File: config.mk
export PLATFORM = sky130hd
export DESIGN_NAME = fetch_sequencer
export DESIGN_NICKNAME = d
export VERILOG_FILES = /design/src/rtl/fetch_sequencer.sv
export SDC_FILE = /design/constraint.sdc
export NUM_CORES = 1
export LEC_CHECK = 0
export BUFFER_PORTS_ARGS = -buffer_cell sky130_fd_sc_hd__buf_2
export CAP_MARGIN = 15
export CORE_UTILIZATION = 57
export CTS_BUF_LIST = sky130_fd_sc_hd__clkbuf_4 sky130_fd_sc_hd__clkbuf_8
export DETAILED_ROUTE_END_ITERATION = 7
export GPL_ROUTABILITY_DRIVEN = 0
export GPL_TIMING_DRIVEN = 0
export PLACE_DENSITY = 0.86
export SYNTH_ARGS = -nofsm -noshare
export SYNTH_HDL_FRONTEND = slang
export SYNTH_SLANG_ARGS = --single-unit
File: constraint.sdc
create_clock -name CLK -period 5.2 [get_ports CLK]
set_input_delay 0.26 -clock CLK [delete_from_list [all_inputs] [get_ports CLK]]
set_output_delay 0.26 -clock CLK [all_outputs]
set_load 0.02 [all_outputs]
File: src/rtl/fetch_sequencer.sv
// fetch_sequencer: multi-cycle fetch/decode/execute sequencer for the basic
// processor. Owns the PC, the instruction register, the run/halt state and
// the retired-instruction counter. Every output comes straight from a
// register, so there is no combinational path from any input to any output.
module fetch_sequencer #(
  parameter int                  PC_WIDTH = 8,
  parameter logic [PC_WIDTH-1:0] RESET_PC = '0
) (
  input  logic                CLK,
  input  logic                RST,
  input  logic                RUN,
  output logic [PC_WIDTH-1:0] IMEM_ADDR,
  output logic                IMEM_REQ,
  input  logic                IMEM_ACK,
  input  logic [15:0]         IMEM_DATA,
  output logic [3:0]          OPCODE,
  output logic [2:0]          RA,
  output logic [2:0]          RB,
  output logic [2:0]          RC,
  output logic [2:0]          IMM3,
  input  logic                HALT_IN,
  input  logic                BRANCH_IN,
  input  logic                ZERO,
  output logic                EXEC_START,
  input  logic                EXEC_DONE,
  output logic [PC_WIDTH-1:0] PC,
  output logic                HALTED,
  output logic [15:0]         INSTR_COUNT
);

  typedef enum logic [2:0] {
    S_IDLE,
    S_FETCH,
    S_DECODE,
    S_EXEC,
    S_HALTED
  } state_e;

  // Opcode 15 is the halt encoding, so a freshly reset IR is harmless.
  localparam logic [15:0] IR_RESET = 16'hF000;

  state_e              state_q, state_d;
  logic [PC_WIDTH-1:0] pc_q, pc_d;
  logic [15:0]         ir_q, ir_d;
  logic [15:0]         count_q, count_d;
  logic                exec_start_q, exec_start_d;

  logic [PC_WIDTH-1:0] pc_inc;
  logic [PC_WIDTH-1:0] br_offset;

  // Six-bit branch offset sign-extended to the PC width (PC_WIDTH > 6).
  assign br_offset = {{(PC_WIDTH-6){ir_q[5]}}, ir_q[5:0]};
  assign pc_inc    = pc_q + PC_WIDTH'(1);

  // Next-state, next-PC, IR capture and retire-count logic.
  always_comb begin
    // NOTE: every variable gets a default here so no path can infer a latch.
    state_d      = state_q;
    pc_d         = pc_q;
    ir_d         = ir_q;
    count_d      = count_q;
    exec_start_d = 1'b0;

    unique case (state_q)
      S_IDLE: begin
        if (RUN) state_d = S_FETCH;
      end
      S_FETCH: begin
        if (IMEM_ACK) begin
          ir_d    = IMEM_DATA;
          state_d = S_DECODE;
        end
      end
      S_DECODE: begin
        if (HALT_IN) begin
          state_d = S_HALTED;
        end else begin
          state_d      = S_EXEC;
          exec_start_d = 1'b1;
        end
      end
      S_EXEC: begin
        if (EXEC_DONE) begin
          pc_d    = (BRANCH_IN && ZERO) ? pc_inc + br_offset : pc_inc;
          count_d = (count_q == 16'hFFFF) ? count_q : count_q + 16'd1;
          state_d = S_FETCH;
        end
      end
      S_HALTED: begin
        state_d = S_HALTED;
      end
      default: begin
        state_d = S_IDLE;
      end
    endcase
  end

  // State register with synchronous reset; reset abandons any pending work.
  always_ff @(posedge CLK) begin
    // NOTE: sequential state uses non-blocking assignments only.
    if (RST) begin
      state_q      <= S_IDLE;
      pc_q         <= RESET_PC;
      ir_q         <= IR_RESET;
      count_q      <= '0;
      exec_start_q <= 1'b0;
    end else begin
      state_q      <= state_d;
      pc_q         <= pc_d;
      ir_q         <= ir_d;
      count_q      <= count_d;
      exec_start_q <= exec_start_d;
    end
  end

  assign IMEM_ADDR   = pc_q;
  assign IMEM_REQ    = (state_q == S_FETCH);
  assign HALTED      = (state_q == S_HALTED);
  assign EXEC_START  = exec_start_q;
  assign PC          = pc_q;
  assign INSTR_COUNT = count_q;
  assign OPCODE      = ir_q[15:12];
  assign RA          = ir_q[11:9];
  assign RB          = ir_q[8:6];
  assign RC          = ir_q[5:3];
  assign IMM3        = ir_q[2:0];

endmodule

; Word level (Yosys, flattened, before mapping)
; Cells that the tools add are included.
[word_totals]
register_bits = 44
latchBits = 0
mem_bits_rw = 0
romBits = 0
in_bits = 24
elab_cells = 32
n_memories = 0
[classes]
add_sub_neg = 3
multipliers = 0
n_div = 0
magnitude_cmp = 0
eq_ne = 8
shift = 0
mux = 7
bitwise = 2
reduce_logical = 7
[op_table]
columns = op, count
row1 = $add A16 B1 Y16 const B, 1
row2 = $eq A16 B16 Y1 const B, 1
row3 = $pmux W3 S5, 1
row4 = $mux W3, 4
row5 = $add A8 B1 Y8 const B, 1
row6 = $add A8 B8 Y8, 1
row7 = $mux W8, 1
row8 = $eq A3 B2 Y1 const B, 2
row9 = $reduce_and A3 Y1, 2
row10 = $ne A2 B2 Y1 const B, 2
row11 = $reduce_and A2 Y1, 2
row12 = $eq A3 B1 Y1 const B, 1
row13 = $eq A3 B3 Y1 const B, 1
row14 = $logic_not A3 Y1, 1
row15 = $ne A2 B1 Y1 const B, 1
row16 = $not A1 Y1, 2
row17 = $reduce_or A2 Y1, 1
row18 = $logic_and A1 B1 Y1, 1
row19 = $mux W1, 1

; Depth between registers and ports, before layout
; Gate-level depths: netlist of run 1.
[depth]
word_depth = 3
mapped_depth = 11

; Least setup slack after synthesis of run 1
; OpenSTA, ideal clock, no wires.
[synth_path]
kind = register to register
startpoint = register pc_q[1] (netlist: IMEM_ADDR[1])
endpoint = register pc_q[7] (netlist: IMEM_ADDR[7])
t_arrival_ps = 2438
required_time_ps = 5079
path_slack_ps = 2641
stages_incl_launch_ff = 12
path_buffers = 0
period_less_slack_ps = 2559
cell_sequence = dfxtp_1 -> ha_1 -> and3_1 -> nand3_1 -> xnor2_1 -> ha_1 -> o21ai_0 -> nand2b_1 -> a21oi_1 -> a31oi_1 -> mux2i_1 -> mux2_2
[synth_via]
elab_chain_cells = 3
[synth_lines]
columns = item, line_no
row1 = from (decl), 43  ; logic [PC_WIDTH-1:0] pc_q, pc_d;
row2 = from (signal assigned), 109  ; pc_q <= pc_d;
row3 = $add A8 B1 Y8 (*), 53  ; assign pc_inc = pc_q + PC_WIDTH'(1);
row4 = $add A8 B8 Y8, 84  ; pc_d = (BRANCH_IN && ZERO) ? pc_inc + br_offset : pc_inc;
row5 = $mux W8 (*), 84
; Mark *: on every way between the ends. The rest lies on a longest branch, timed or not.
; A chain may end at the register's enable or synchronous reset.

; Worst setup path after layout of run 1
[layout_path]
startpoint = register pc_q[0] (netlist: IMEM_ADDR[0])
endpoint = register pc_q[7] (netlist: IMEM_ADDR[7])
; Same word-level chain as after synthesis.

==> results of run 1 <==
-- worst min-delay path by stage --
stage / slack [ns] / from / to / cells after the start
CTS: 0.16 / IMEM_DATA[15] / ir_q[15] / 3
detailed placement: 0.45 / ir_q[9] / ir_q[9] / 2
global route: 0.18 / IMEM_DATA[14] / ir_q[14] / 3
finish: 0.16 / IMEM_DATA[15] / ir_q[15] / 3
global placement: 0.44 / ir_q[9] / ir_q[9] / 2
floorplan: 0.38 / IMEM_DATA[12] / ir_q[12] / 2
-- layer usage --
layer | part of all wire (%) | wire length, um
met5 | 0 | 0
met4 | 1.9 | 98
met3 | 5.1 | 260
met2 | 49 | 2480
met1 | 44 | 2250
-- through the flow --
step | instances | setup WS [ns] | cell area, sq um
6_report | 414 | 2.48 | 2920
5_1_grt | 414 | 2.24 | 2920
4_1_cts | 414 | 2.49 | 2920
3_5_place_dp | 406 | 2.53 | 2800
3_3_place_gp | 406 | 2.56 | 2800
2_1_floorplan | 283 | 2.64 | 2370
-- power by group --
part           internal, uW  leakage (uW)  switching [uW]
clock                   157     0.0000614             122
sequential              347      0.000356            6.43
combinational          34.7       0.00100            54.0
-- registers in the layout (all words and copies together) (netlist names) --
signal       count
EXEC_START       1
IMEM_ADDR        8
INSTR_COUNT     16
ir_q            16
state_q          3
-- area by class of cell --
cell class | instances | share of cell area [%]
Clock buffer | 6 | 2.83
Inverter | 6 | 0.771
Multi-Input combinational cell | 208 | 45.1
Sequential cell | 44 | 30.1
Tap cell | 50 | 2.14
Buffer | 25 | 5.22
Clock inverter | 2 | 1.33
Timing Repair Buffer | 73 | 12.5
-- synth_stat cells (all sizes together), types with 6 or more instances --
master	n	area share, %
a21oi	19	4.0
and3	8	2.2
buf	17	5.2
clkbuf	8	1.3
dfxtp	44	37
ha	10	5.3
inv	6	0.95
nand2	44	7.0
nand3	10	2.3
nand4	7	1.8
nor2	22	3.5
o21ai	13	2.7
xnor2	8	3.0
xor2	16	5.9
-- tightest hold or removal path, delay by kind of cell --
family	cells	cell delay [ns]
buffers and inverters	1	0.07
AND/OR/NAND/NOR	2	0.10
-- cells in the final DEF (no fill, tap or decap), types with 2 or more instances in the layout --
master and instances:
sky130_fd_sc_hd__buf_2 78, sky130_fd_sc_hd__nand2_1 44, sky130_fd_sc_hd__nand2b_1 5, sky130_fd_sc_hd__o211ai_1 2
sky130_fd_sc_hd__nor2b_1 3, sky130_fd_sc_hd__nor2_1 22, sky130_fd_sc_hd__o21ai_0 13, sky130_fd_sc_hd__xnor2_1 8
sky130_fd_sc_hd__a21oi_1 19, sky130_fd_sc_hd__nand3_1 9, sky130_fd_sc_hd__nand3b_1 4, sky130_fd_sc_hd__mux2i_1 4
sky130_fd_sc_hd__clkbuf_8 6, sky130_fd_sc_hd__inv_1 5, sky130_fd_sc_hd__buf_4 10, sky130_fd_sc_hd__buf_6 2
sky130_fd_sc_hd__a21o_1 3, sky130_fd_sc_hd__clkbuf_1 8, sky130_fd_sc_hd__a221oi_1 4, sky130_fd_sc_hd__xor2_1 16
sky130_fd_sc_hd__and4_1 3, sky130_fd_sc_hd__dfxtp_1 44, sky130_fd_sc_hd__and3_1 7, sky130_fd_sc_hd__nor3_1 2
sky130_fd_sc_hd__nand4_1 7, sky130_fd_sc_hd__ha_1 10, sky130_fd_sc_hd__and2_1 3, sky130_fd_sc_hd__a211oi_1 4
-- cell families after synthesis --
logic type	share of synthesized area (%)
AO/OA/AOI/OAI	14.1
adder cells (fa/ha/maj)	6.11
flip-flops	37.1
XOR/XNOR	8.86
multiplexers	2.16
buffers and inverters	7.38
AND/OR/NAND/NOR	24.2
==> summary.log, run 1 <==
INFO  sta            final.hold.worst_slack=0.163ns
INFO  layout         layout.filler_cells=316
INFO  worst_setup_path critical_path.slowest_cell=sky130_fd_sc_hd__dfxtp_1
INFO  grt            grt_overflow_total=0
INFO  layout         antenna_cells=0
INFO  worst_setup_path timing.critical_path.fanout_max=5
INFO  layout         multi_input_area=1320squm
INFO  sta            post_route_clock_skew=0.0106ns
INFO  route          drt_iter0_drc=124
INFO  worst_setup_path cp_startpoint=IMEM_ADDR[0]
INFO  power          worst_ir_drop_vdd=230uV
INFO  route          drt-wirelength-per-cell=12.3um
INFO  clocking       post_cts_resize_count=0
INFO  grt            grt_use_met2=41.1%
INFO  yosys          netlist_instances=283
INFO  yosys          syn_nets=318
INFO  worst_setup_path worst_ep_required_time=5.39ns
INFO  worst_setup_path regToRegStartpoint=IMEM_ADDR[0]
INFO  sta            slew_viol_final=0
INFO  run            timing.max_cap.violations=0
INFO  worst_setup_path endpoint_kind=flop
INFO  clocking       cts.htree.levels=2
INFO  layout         finalCoreUtilization=73.1%
INFO  yosys          synth_warnings=0
INFO  route          postRouteWirelength=5090um
INFO  worst_setup_path critical_path_cell_count=10
INFO  sta            fmax=367MHz
INFO  clocking       insertion_delay=0.30ns
INFO  floorplan      boundaryPins=75
INFO  worst_setup_path worst-r2r-setup-slack=2.48ns
INFO  yosys          postSynth.topFlopCell=sky130_fd_sc_hd__dfxtp_1
INFO  floorplan      dieWidth=66.5um
INFO  sta            finalSetupViolCount=0
INFO  route          route.detailed.drc=0
INFO  clocking       clk_path_buf_depth=2
INFO  worst_setup_path r2r_end=IMEM_ADDR[7]
INFO  floorplan      coreArea=4000squm
INFO  worst_setup_path worst-endpoint-arrival=2.92ns
INFO  sta            rsz0062_at_grt=no
INFO  clocking       ctsHoldBuffers=0
INFO  placement      place_hpwl=3840um
INFO  power          total_leakage_power=0.00142uW
INFO  worst_setup_path endpoint_of_the_worst_setup_timing_path=IMEM_ADDR[7]
INFO  route          dr.pass1.iters=4
INFO  layout         nNetsFinal=398
INFO  sta            final.period_utilization=52.4%
INFO  placement      port_buffers=73
INFO  grt            grt_start_max_net_pins=15
INFO  worst_setup_path cp_cell_sequence=ha_1 -> and3_1 -> xnor2_1 -> ha_1 -> o211ai_1 -> o211ai_1 -> a21oi_1 -> a31oi_1 -> mux2i_1 -> mux2_2
INFO  clocking       cts.sinks=44
INFO  floorplan      floorplan.initialDensity=59.3%
INFO  floorplan      fp.dieH=66.5um
INFO  grt            track_usage=24.1%
INFO  worst_setup_path r2r_depth=10
INFO  floorplan      placementRows=23
INFO  route          antenna_left=0
INFO  yosys          yosys_register_bits=44
INFO  floorplan      floorplan.die_area=4430squm
INFO  clocking       tritoncts_clock_tree=done
INFO  route          via_density=5.21
INFO  yosys          syn_area_per_cell=8.39squm
INFO  layout         area_growth_syn_to_layout=23.1%
INFO  layout         sequential_cell_area=881squm
INFO  power          total_power=721uW
INFO  grt            globalRouteMet3Util=6.16%
INFO  grt            grt_first_pass_wirelength=8160um
INFO  clocking       tritoncts.num_buffers=5
INFO  worst_setup_path path_class=reg -> reg
INFO  clocking       clk_root_buffer_cell=sky130_fd_sc_hd__clkbuf_8
INFO  grt            global_routing_usage_on_met1=28.9%
INFO  worst_setup_path worstSetupStartpointType=flop
INFO  yosys          synth-edff-count=0
INFO  worst_setup_path cp.buffers_inverters=0
INFO  sta            worst_slew_margin_rel=68.2%
INFO  sta            finalCriticalPeriod=2.72ns
INFO  route          vias=2158
INFO  sta            report.final.hold_viol_count=0
INFO  yosys          async_flop_share=0%
INFO  sta            max_slew.worst_pin.slew=0.476ns
INFO  grt            via_count_of_the_first_global_routing_pass=1862
INFO  worst_setup_path critical_path.top_delay_family=compound AO/OA/AOI/OAI gates
INFO  yosys          synthesis.area=2370squm
INFO  yosys          yosysSeqAreaShare=37.1%
INFO  grt            global_route.peak_usage_layer=met2
INFO  sta            finalSetupTns=0ns
INFO  grt            antenna_violations_before_repair=0
INFO  min_path       hp-class=in -> reg
INFO  run_status     result_of_the_run=finished, final reports clean
INFO  yosys          synth_cell_type_count=44
INFO  clocking       worst_setup_hold_path_clk_slew=0.09ns
INFO  layout         final_layout_size_suffix_gt1_share=28.8%
INFO  power          power_density_normalized_to_cell_area=247nW/um^2
INFO  clocking       post-cts-setup-buffers=0
INFO  worst_setup_path timing.critical_path.slowest_cell_delay=0.42ns
No activity file was read; power rests on OpenSTA's default activity.
==> run 2, diff against run 1 <==
ABC_AREA = 1   (was not set)
CORE_UTILIZATION = 48   (was 57)
PLACE_DENSITY = 0.76   (was 0.86)
clock period = 2.45 ns   (was 5.2 ns; I/O delays follow)
==> run 2 against run 1 <==
Worst hold slack worse by 0.12 ns. Utilization fell by 10 points. Synthesized cell count grew 28%.
==> summary.log, run 2 <==
INFO  clocking       worst_setup_hold_path_clk_slew=0.09ns [about the same]
INFO  placement      place_area=2930squm [was 2800 sq um]
INFO  yosys          syn_area_per_cell=6.85squm [was 8.39 sq um]
INFO  clocking       ctsHoldBuffers=0 [unchanged]
INFO  floorplan      dieWidth=73.8um [was 66.5 um]
INFO  sta            finalCriticalPeriod=2.26ns [was 2.72 ns]
INFO  clocking       post_cts_resize_count=0 [unchanged]
INFO  yosys          async_flop_share=0% [unchanged]
INFO  clocking       tritoncts_clock_tree=done [unchanged]
INFO  power          worst_ir_drop_vdd=473uV [was 230 uV]
INFO  worst_setup_path path_class=reg -> reg [unchanged]
INFO  sta            slew_viol_final=0 [unchanged]
INFO  clocking       insertion_delay=0.30ns [about the same]
INFO  sta            fmax=443MHz [was 367 MHz]
INFO  route          drt_iter0_drc=133 [was 124]
INFO  floorplan      floorplan.initialDensity=51.0% [was 59.3%]
INFO  worst_setup_path worst_ep_required_time=2.65ns [was 5.39 ns]
INFO  yosys          syn_nets=396 [was 318]
INFO  yosys          synth-edff-count=0 [unchanged]
INFO  yosys          synth_warnings=0 [unchanged]
INFO  sta            finalSetupViolCount=0 [unchanged]
INFO  yosys          synth.top_cell.area_share=35.6% [was 37.1%]
INFO  layout         nNetsFinal=477 [was 398]
INFO  clocking       cts.sinks=44 [unchanged]
INFO  min_path       hp-class=in -> reg [unchanged]
INFO  sta            postLayoutSetupSlackWorst=0.191ns [was 2.48 ns]
INFO  run            timing.max_cap.violations=0 [unchanged]
INFO  sta            final.period_utilization=92.2% [was 52.4%]
INFO  grt            antenna_violations_before_repair=0 [unchanged]
INFO  min_path       worstHoldPathCells=3 [unchanged]
INFO  floorplan      boundaryPins=75 [unchanged]
INFO  yosys          most_area_consuming_cells_after_synthesis=sky130_fd_sc_hd__dfxtp_1, sky130_fd_sc_hd__nand2_1, sky130_fd_sc_hd__nor2_1 [was sky130_fd_sc_hd__dfxtp_1, sky130_fd_sc_hd__nand2_1, sky130_fd_sc_hd__xor2_1]
INFO  grt            via_count_of_the_first_global_routing_pass=2268 [was 1862]
INFO  yosys          yosysSeqAreaShare=35.6% [was 37.1%]
INFO  route          postRouteWirelength=5930um [was 5090 um]
INFO  clocking       tritoncts.num_buffers=5 [unchanged]
INFO  grt            track_usage=23.1% [was 24.1%]
INFO  yosys          synth_cell_type_count=30 [was 44]
INFO  yosys          synthDominantAreaCellType=sky130_fd_sc_hd__dfxtp_1 [unchanged]
INFO  layout         area_growth_syn_to_layout=22.8% [was 23.1%]
INFO  floorplan      fp.dieH=73.8um [was 66.5 um]
INFO  yosys          yosys.cell_count.top_type=sky130_fd_sc_hd__nand2_1
INFO  clocking       cts.htree.levels=2 [unchanged]
INFO  worst_setup_path worst-endpoint-arrival=2.46ns [was 2.92 ns]
INFO  yosys          netlist_instances=361 [was 283]
INFO  grt            grt_start_max_net_pins=15 [unchanged]
INFO  clocking       clk_root_buffer_cell=sky130_fd_sc_hd__clkbuf_8 [unchanged]
INFO  layout         most_common_cell_after_layout_fill_and_taps_aside=sky130_fd_sc_hd__nand2_1 [was sky130_fd_sc_hd__buf_2]
INFO  layout         final_design_area_no_fill=3040squm [was 2920 sq um]
INFO  sta            post_route_clock_skew=0.00368ns [was 0.0106 ns]
INFO  route          route.detailed.drc=0 [unchanged]
INFO  sta            max_slew.worst_pin.slew=0.423ns [was 0.476 ns]
INFO  route          antenna_left=0 [unchanged]
INFO  route          dr.pass1.iters=4 [unchanged]
INFO  route          via_density=5.00 [was 5.21]
INFO  yosys          netlist_top_cells_count=sky130_fd_sc_hd__nand2_1, sky130_fd_sc_hd__nor2_1, sky130_fd_sc_hd__dfxtp_1 [was sky130_fd_sc_hd__dfxtp_1, sky130_fd_sc_hd__nand2_1, sky130_fd_sc_hd__nor2_1]
INFO  layout         final_layout_size_suffix_gt1_share=25.3% [was 28.8%]
INFO  floorplan      coreArea=4850squm [was 4000 sq um]
INFO  layout         layout.filler_cells=475 [was 316]
INFO  power          total_leakage_power=0.00157uW [was 0.00142 uW]
INFO  placement      pre_cts_slack=0.195ns [was 2.53 ns]
INFO  power          power_density_normalized_to_cell_area=693nW/um^2 [was 247 nW/um^2]
INFO  yosys          synthesis.area=2470squm [was 2370 sq um]
INFO  yosys          postSynth.topFlopCell=sky130_fd_sc_hd__dfxtp_1 [unchanged]
INFO  power          total_power=2100uW [was 721 uW]
INFO  sta            rsz0062_at_grt=no [unchanged]
INFO  sta            worst_slew_margin_rel=71.8% [was 68.2%]
INFO  worst_setup_path worstSetupStartpointType=flop [unchanged]
INFO  floorplan      placementRows=25 [was 23]
INFO  grt            grt_overflow_total=0 [unchanged]
INFO  clocking       clk_path_buf_depth=2 [unchanged]
INFO  layout         antenna_cells=0 [unchanged]
INFO  worst_setup_path r2r_depth=14 [was 10]
INFO  run_status     result_of_the_run=finished, final reports clean [unchanged]
INFO  route          drt-wirelength-per-cell=11.6um [was 12.3 um]
INFO  yosys          yosys_register_bits=44 [unchanged]
INFO  route          vias=2551 [was 2158]
INFO  layout         mostFrequentLayoutCells=sky130_fd_sc_hd__nand2_1, sky130_fd_sc_hd__buf_2, sky130_fd_sc_hd__nor2_1 [was sky130_fd_sc_hd__buf_2, sky130_fd_sc_hd__dfxtp_1, sky130_fd_sc_hd__nand2_1]
INFO  placement      port_buffers=74 [was 73]
INFO  clocking       post-cts-setup-buffers=0 [unchanged]
INFO  sta            finalSetupTns=0ns [unchanged]
INFO  placement      place_hpwl=4490um [was 3840 um]
INFO  floorplan      floorplan.die_area=5440squm [was 4430 sq um]
INFO  sta            report.final.hold_viol_count=0 [unchanged]
INFO  grt            grt_first_pass_wirelength=9720um [was 8160 um]
INFO  worst_setup_path endpoint_kind=flop [unchanged]
INFO  worst_setup_path timing.critical_path.fanout_max=6 [was 5]
run 2: cell count changes in the layout (fill, tap and decap cells not counted), sizes merged, moves of 5 or more:
cell and delta:
nand2 +44, inv +35, nor2 +26, nand3 +18
o21ai +16, and3 -8, xor2 -8, a211oi -5
a31oi +5, nand2b -5
run 2: per-stage QoR:
stage,std cells,utilization [%],hold WS (ns)
final,510,62.6,0.0393
after global routing,510,62.6,0.0404
after CTS,510,62.4,0.0311
after detailed placement,502,60.4,0.346
after global placement,502,60.4,0.333
after floorplan,361,-,0.192
run 2: logic make-up (layout without fill, tap and decap cells):
logic type / after synthesis / in the layout / synth area share, %
buf+inv: 58 / 140 / 10.9
flops: 44 / 44 / 35.6
fa+ha+maj: 11 / 11 / 5.87
compound gates: 57 / 57 / 12.0
xor+xnor: 13 / 13 / 4.60
simple gates: 178 / 178 / 31.0
run 2: path summary, 6_finish.rpt:
path / slack (ns) / end / startpoint
worst max-delay path: 0.19 / IMEM_ADDR[7] / IMEM_ADDR[2]
worst min-delay path: 0.04 / ir_q[15] / IMEM_DATA[15]
worst max register to register: 0.19 / IMEM_ADDR[7] / IMEM_ADDR[2]
worst min register to register: 0.47 / ir_q[12] / ir_q[12]
run 2: layer usage:
layer / global-route usage [%] / vias up / routed length [um]
met1: 28.8 / 1150 / 2820
li1: - / 1314 / -
met3: 5.08 / 8 / 332
met2: 38.4 / 79 / 2690
met4: 8.97 / 0 / 83
met5: 0 / - / 0
run 2: worst max-delay path: stages (launching register included):
cell                      delay, ns
sky130_fd_sc_hd__dfxtp_1       0.41
sky130_fd_sc_hd__nand3_1       0.15
sky130_fd_sc_hd__nor2_1        0.24
sky130_fd_sc_hd__xor2_1        0.29
sky130_fd_sc_hd__ha_1          0.31
sky130_fd_sc_hd__nand2_1       0.10
sky130_fd_sc_hd__inv_1         0.05
sky130_fd_sc_hd__a21oi_1       0.17
sky130_fd_sc_hd__nand2_1       0.08
sky130_fd_sc_hd__nand2_1       0.07
sky130_fd_sc_hd__nand3_1       0.07
sky130_fd_sc_hd__nand2_1       0.06
sky130_fd_sc_hd__nand3_1       0.06
sky130_fd_sc_hd__nand2_1       0.06
sky130_fd_sc_hd__inv_1         0.03
run 2: power by group:
| part | leakage, uW | switching, uW | internal (uW) |
|---|---|---|---|
| Clock | 0.0000516 | 263 | 231 |
| Combinational | 0.00116 | 455 | 257 |
| Sequential | 0.000359 | 85.8 | 812 |
| Total | 0.00157 | 804 | 1300 |
run 2: final cells by class:
type | instances | area, sq um | share of cell area, %
inverters | 41 | 158 | 5.19
plain buffers | 17 | 113 | 3.71
well taps | 67 | 83.8 | 2.76
flip-flops and latches | 44 | 886 | 29.2
multi-input cells | 259 | 1330 | 43.8
clock inverters | 2 | 13.8 | 0.453
repair buffers | 74 | 370 | 12.2
clock buffers | 6 | 82.6 | 2.72
